`config.mk`:
```
export PLATFORM = sky130hd
export DESIGN_NAME = fofir_tap_mux_seq
export DESIGN_NICKNAME = d
export VERILOG_FILES = /design/src/rtl/fofir_pkg.sv /design/src/rtl/fofir_seq_counter.sv /design/src/rtl/fofir_tap_mux_seq.sv
export SDC_FILE = /design/constraint.sdc
export NUM_CORES = 1
export LEC_CHECK = 0
export CORE_ASPECT_RATIO = 0.6
export CORE_MARGIN = 1.5
export CORE_UTILIZATION = 40
export CTS_CLUSTER_DIAMETER = 100
export DETAILED_ROUTE_END_ITERATION = 6
export PLACE_DENSITY = 0.91
export SYNTH_ARGS = -nofsm -noshare
export SYNTH_HDL_FRONTEND = slang
export SYNTH_SLANG_ARGS = --single-unit
```
`constraint.sdc`:
```
create_clock -name clk -period 3.3 [get_ports clk]
set_input_delay 0.495 -clock clk [delete_from_list [all_inputs] [get_ports clk]]
set_output_delay 0.495 -clock clk [all_outputs]
set_load 0.01 [all_outputs]
```
`src/rtl/fofir_pkg.sv`:
```
// ============================================================================
//  Module   : fofir_pkg
//  Brief    : Shared constants and helpers for the FoFIR PE tap-select path.
//  Revision : 1.0 - initial release
// ============================================================================
`default_nettype none

package fofir_pkg;

   localparam logic MUX_MODE_DIRECT = 1'b0;
   localparam logic MUX_MODE_SEQ    = 1'b1;

   // Index width that never collapses to zero bits for tiny tap counts.
   function automatic int clog2_min1(input int n);
      return (n > 2) ? $clog2(n) : 1;
   endfunction

endpackage

`default_nettype wire

```
`src/rtl/fofir_seq_counter.sv`:
```
// ============================================================================
//  Module   : fofir_seq_counter
//  Brief    : Wrapping tap-index counter with start restart and length clamp.
//  Revision : 1.0 - initial release
// ============================================================================
`default_nettype none

module fofir_seq_counter
   import fofir_pkg::*;
#(
   parameter int NUM_IN = 5,
   parameter int SEL_W  = 3
) (
   input  logic             clk,
   input  logic             rst_n,
   input  logic             start,
   input  logic             en,
   input  logic [SEL_W-1:0] seq_len,
   output logic [SEL_W-1:0] cur_idx,
   output logic             is_last,
   output logic             len_err
);

   localparam logic [SEL_W:0]   c_num_in  = (SEL_W+1)'(NUM_IN);
   localparam logic [SEL_W-1:0] c_max_idx = SEL_W'(NUM_IN - 1);

   logic [SEL_W-1:0] r_seq_idx;
   logic [SEL_W-1:0] w_last_idx;

   assign len_err    = {1'b0, seq_len} > c_num_in;
   assign w_last_idx = (seq_len == '0 || len_err) ? c_max_idx : seq_len - SEL_W'(1);

   // A start pulse redirects the word accepted in the same cycle to index 0.
   assign cur_idx = start ? '0 : r_seq_idx;
   assign is_last = (cur_idx == w_last_idx);

   // ">=" rather than "==" so a stale index left by a shortened length still wraps.
   always_ff @(posedge clk or negedge rst_n) begin
      if (!rst_n) begin
         r_seq_idx <= '0;
      end else if (en) begin
         r_seq_idx <= (cur_idx >= w_last_idx) ? '0 : cur_idx + SEL_W'(1);
      end else if (start) begin
         r_seq_idx <= '0;
      end
   end

endmodule

`default_nettype wire

```
`src/rtl/fofir_tap_mux_seq.sv`:
```
// ============================================================================
//  Module   : fofir_tap_mux_seq
//  Brief    : Registered N-input tap selector with valid/ready and auto-sequence.
//  Revision : 1.0 - initial release
// ============================================================================
`default_nettype none

module fofir_tap_mux_seq
   import fofir_pkg::*;
#(
   parameter  int DATA_WIDTH = 16,
   parameter  int NUM_IN     = 5,
   localparam int SEL_W      = clog2_min1(NUM_IN)
) (
   input  logic                         clk,
   input  logic                         rst_n,
   input  logic [NUM_IN*DATA_WIDTH-1:0] in_flat,
   input  logic                         in_valid,
   output logic                         in_ready,
   input  logic                         mode,
   input  logic [SEL_W-1:0]             sel,
   input  logic [SEL_W-1:0]             seq_len,
   input  logic                         start,
   output logic [DATA_WIDTH-1:0]        out_data,
   output logic                         out_valid,
   input  logic                         out_ready,
   output logic [SEL_W-1:0]             out_idx,
   output logic                         seq_last,
   output logic                         sel_err
);

   localparam logic [SEL_W:0] c_num_in = (SEL_W+1)'(NUM_IN);

   logic                  w_xfer;
   logic                  w_seq_mode;
   logic                  w_seq_en;
   logic [SEL_W-1:0]      w_seq_idx;
   logic                  w_is_last;
   logic                  w_len_err;
   logic [SEL_W-1:0]      w_idx;
   logic                  w_err;
   logic [DATA_WIDTH-1:0] w_tap;

   assign in_ready   = !out_valid || out_ready;
   assign w_xfer     = in_valid && in_ready;
   assign w_seq_mode = (mode == MUX_MODE_SEQ);
   assign w_seq_en   = w_xfer && w_seq_mode;

   fofir_seq_counter #(
      .NUM_IN (NUM_IN),
      .SEL_W  (SEL_W)
   ) u_seq_counter (
      .clk     (clk),
      .rst_n   (rst_n),
      .start   (start),
      .en      (w_seq_en),
      .seq_len (seq_len),
      .cur_idx (w_seq_idx),
      .is_last (w_is_last),
      .len_err (w_len_err)
   );

   assign w_idx = w_seq_mode ? w_seq_idx : sel;
   assign w_err = ({1'b0, w_idx} >= c_num_in) || (w_seq_mode && w_len_err);

   // Out-of-range indices match no tap and fall through to zero.
   always_comb begin
      w_tap = '0;
      for (int k = 0; k < NUM_IN; k++) begin
         if (w_idx == SEL_W'(k)) begin
            w_tap = in_flat[k*DATA_WIDTH +: DATA_WIDTH];
         end
      end
   end

   always_ff @(posedge clk or negedge rst_n) begin
      if (!rst_n) begin
         out_valid <= 1'b0;
         out_data  <= '0;
         out_idx   <= '0;
         seq_last  <= 1'b0;
      end else if (w_xfer) begin
         out_valid <= 1'b1;
         out_data  <= w_tap;
         out_idx   <= w_idx;
         seq_last  <= w_seq_mode && w_is_last;
      end else if (out_ready) begin
         out_valid <= 1'b0;
      end
   end

   // Setting wins over the start-driven clear.
   always_ff @(posedge clk or negedge rst_n) begin
      if (!rst_n) begin
         sel_err <= 1'b0;
      end else if (w_xfer && w_err) begin
         sel_err <= 1'b1;
      end else if (start) begin
         sel_err <= 1'b0;
      end
   end

endmodule

`default_nettype wire

```
==> out/qor.csv <==
stage,metric,value,unit
finish,layout cells sized above 1,0.09167,
placed_design,Port Buffers,114,
floorplanning,full die area,5749,um^2
timing,Final Max Tran Viols,0,
clock_network,# H-tree levels,1,
synth,Simple-Gate Fraction of Synth Area,0.2655,
synth,largest family of logic cells by synthesized area,compound AO/OA/AOI/OAI gates,
worst_setup_path,crit path capture type,flip-flop,
flow_run,max cap viols,0,
synth,Netlist cell types,44,
worst_setup_path,Crit Path Class,input pin to flip-flop,
timing,Final Hold Viols,0,
detailed_routing,first drt pass iteration count,5,
clock_network,CTS tree,yes,
synth,Synth Area in XOR/XNOR,0,
pwr,Pleak,0.001298,uW
synth,post-synthesis sequential area ratio,0.2957,
global_routing,vias in the first global route,2552,
placed_design,Placed Instances,422,
synth,Syn Area/Cell,8.531,um^2
placed_design,DP HPWL,5619,um
clock_network,Worst-path clk slew,90,ps
hold_path,class of the worst hold path,flip-flop to flip-flop,
synth,complex-gate fraction of the synthesized area,0.3306,
worst_setup_path,CP required,3520,ps
synth,number of flops mapped to enable cells by yosys,0,
floorplanning,Die W,96.89,um
timing,worst setup margin,567.9,ps
worst_setup_path,Arrival @ worst endpoint,2950,ps
timing,Peak Freq,0.3660,GHz
synth,proportion of synthesized area in mux cells,0.01005,
timing,slew at the pin closest to its max-slew limit,660.6,ps
timing,min cycle time layout,2732,ps
clock_network,hold buffers post-CTS,0,
floorplanning,I/O pins,115,
floorplanning,row cnt,20,
synth,Post-synth ARST share,1.000,
worst_setup_path,CP dominant cell by count,ha_1,
finish,"commonest non-fill, non-tap cell in the layout",clkdlybuf4s50_1,
global_routing,initial antenna violation count,0,
timing,Tcrit/Tclk final,0.8279,
placed_design,Place WS,302.0,ps
pwr,Worst VDD drop,0.1684,mV
synth,adder-cell share of the synthesized area,0.04140,
floorplanning,Die H,59.34,um
worst_setup_path,FF-to-FF path depth,6,
synth,dominant synthesized flop cell,dfrtp_1,
finish,nets,460,
finish,Util after Layout,0.6663,
finish,most frequent cells in the layout,"clkdlybuf4s50_1, nand2_1, dfrtp_1, o21ai_0, nand3_1",
detailed_routing,Avg WL per Cell,17.61,um
status,status,"complete, no violations",
worst_setup_path,crit start category,input pin,
worst_setup_path,CP max-delay cell,clkdlybuf4s50_1,
global_routing,largest net degree at the start of global routing,26,
detailed_routing,violation count after the first detailed-routing iteration,287,
timing,setup violators final,0,
timing,Setup Skew,4.816,ps
detailed_routing,WL final,7503,um
detailed_routing,vias,2451,
clock_network,total CTS buffers,3,
finish,Area Overhead vs Synth,59.96,%
synth,Seq cells post-synth,25,
global_routing,grt total ovfl,0,
synth,Post-Synthesis Cells,248,
clock_network,clock buffer depth,2,
hold_path,hold path cells,2,
synth,Syn. warnings,0,
floorplanning,core area,5080,um^2
clock_network,Sink Count,25,
placed_design,Placer Congestion,0.8969,
worst_setup_path,max incr delay on CP,520,ps
clock_network,root buf cell,clkbuf_8,
timing,Fin Setup TNS,0,ps
finish,Post-Layout Cell Count,426,
detailed_routing,Antenna Nets Post-Route,0,
floorplanning,Starting Density,0.4165,
global_routing,first-pass GRT wire length,12360,um
clock_network,"Clk Latency, worst-skew pair",270,ps
timing,RSZ-0062 raised after global routing,false,
worst_setup_path,crit-path cells,clkdlybuf4s50_1 > inv_1 > ha_1 > nor2b_1 > a311oi_1 > ha_1 > nand2b_1 > a21o_1 > a2111oi_0 > a211o_1,
finish,# fillers,434,
timing,relative slew slack,0.5582,
synth,Netlist Area Pre-Place,2116,um^2
finish,Antenna diodes,0,
synth,Syn Nets,347,
clock_network,postcts setup bufs,0,
detailed_routing,via-per-instance ratio,5.754,
worst_setup_path,worst-path fanout max,4,
pwr,power per cell area,300.7,nW/um^2
global_routing,Global Route Usage Sum,0.2712,
detailed_routing,residual DRC count,0,
clock_network,post-CTS sizing,0,
## metal layers
layer  track usage  part of all wire
met1        0.3698              0.45
met2        0.4356              0.45
met3       0.07193             0.094
met4       0.06832            0.0077
met5             0                 0
## layout make-up
| cell class | count | area, um^2 | area share |
|---|---|---|---|
| Clock buffer | 4 | 45.04 | 0.01331 |
| Inverter | 6 | 22.52 | 0.006654 |
| Multi-Input combinational cell | 198 | 1370 | 0.4048 |
| Sequential cell | 25 | 625.6 | 0.1848 |
| Tap cell | 66 | 82.58 | 0.02440 |
| Timing Repair Buffer | 127 | 1239 | 0.3660 |
## state kept, by name, indices dropped and copies added (netlist names)
signal and flops:
out_data 16, out_idx 3, u_seq_counter.r_seq_idx 3, out_valid 1, sel_err 1, seq_last 1
## power breakdown
group	internal (uW)	switching [uW]	leakage [uW]
registers	350	27.3	0.000301
logic	264	188	0.000974
clock network	86.6	102	0.0000228
total	701	317	0.00130
## cell usage after synthesis, drive strengths merged, types with 2 or more instances
cell type | count | share of area
nor2 | 3 | 0.0053
nor3 | 2 | 0.0071
buf | 9 | 0.028
nor2b | 4 | 0.013
nand2 | 37 | 0.066
dfrtp | 25 | 0.30
nand3b | 18 | 0.064
o21bai | 2 | 0.0071
o22ai | 17 | 0.050
a31oi | 2 | 0.0059
ha | 7 | 0.041
a2111oi | 3 | 0.012
nand2b | 7 | 0.021
a211oi | 2 | 0.019
o21ai | 21 | 0.050
a21o | 18 | 0.064
nor3b | 2 | 0.0071
nand3 | 19 | 0.045
inv | 6 | 0.011
a41oi | 15 | 0.094
clkbuf | 10 | 0.018
and3b | 2 | 0.0083
## worst max-delay path: cells and delay by family
kind,cells,cell delay (ps)
adders and majority gates,2,500
and+or+nand+nor,2,290
AOI/OAI and AO/OA,4,1060
buffers and inverters,2,610
## metrics by stage
| step | power (uW) | area, um^2 | hold WS [ps] |
|---|---|---|---|
| after floorplan | 573.6 | 2116 | 199.4 |
| final | 1018 | 3385 | 499.2 |
| after detailed placement | 830.8 | 3339 | 475.8 |
| after global placement | 820.7 | 3339 | 475.2 |
| after global routing | 1077 | 3385 | 530.0 |
| after CTS | 1018 | 3385 | 495.3 |
## cell families after synthesis
| group | Yosys count |
|---|---|
| flops | 25 |
| mux | 2 |
| buf+inv | 25 |
| simple gates | 102 |
| compound gates | 87 |
| fa+ha+maj | 7 |
## path summary, 6_finish.rpt
kind / start / end / slack [ps]
worst max register to register: u_seq_counter.r_seq_idx[0] / u_seq_counter.r_seq_idx[2] / 1350
max in group asynchronous: rst_n / out_idx[2] / 2450
worst min-delay path: seq_last / seq_last / 500
worst min register to register: seq_last / seq_last / 500
worst max-delay path: seq_len[0] / u_seq_counter.r_seq_idx[2] / 570
min in group asynchronous: rst_n / out_data[13] / 590
Power figures use the tool's default switching activity.
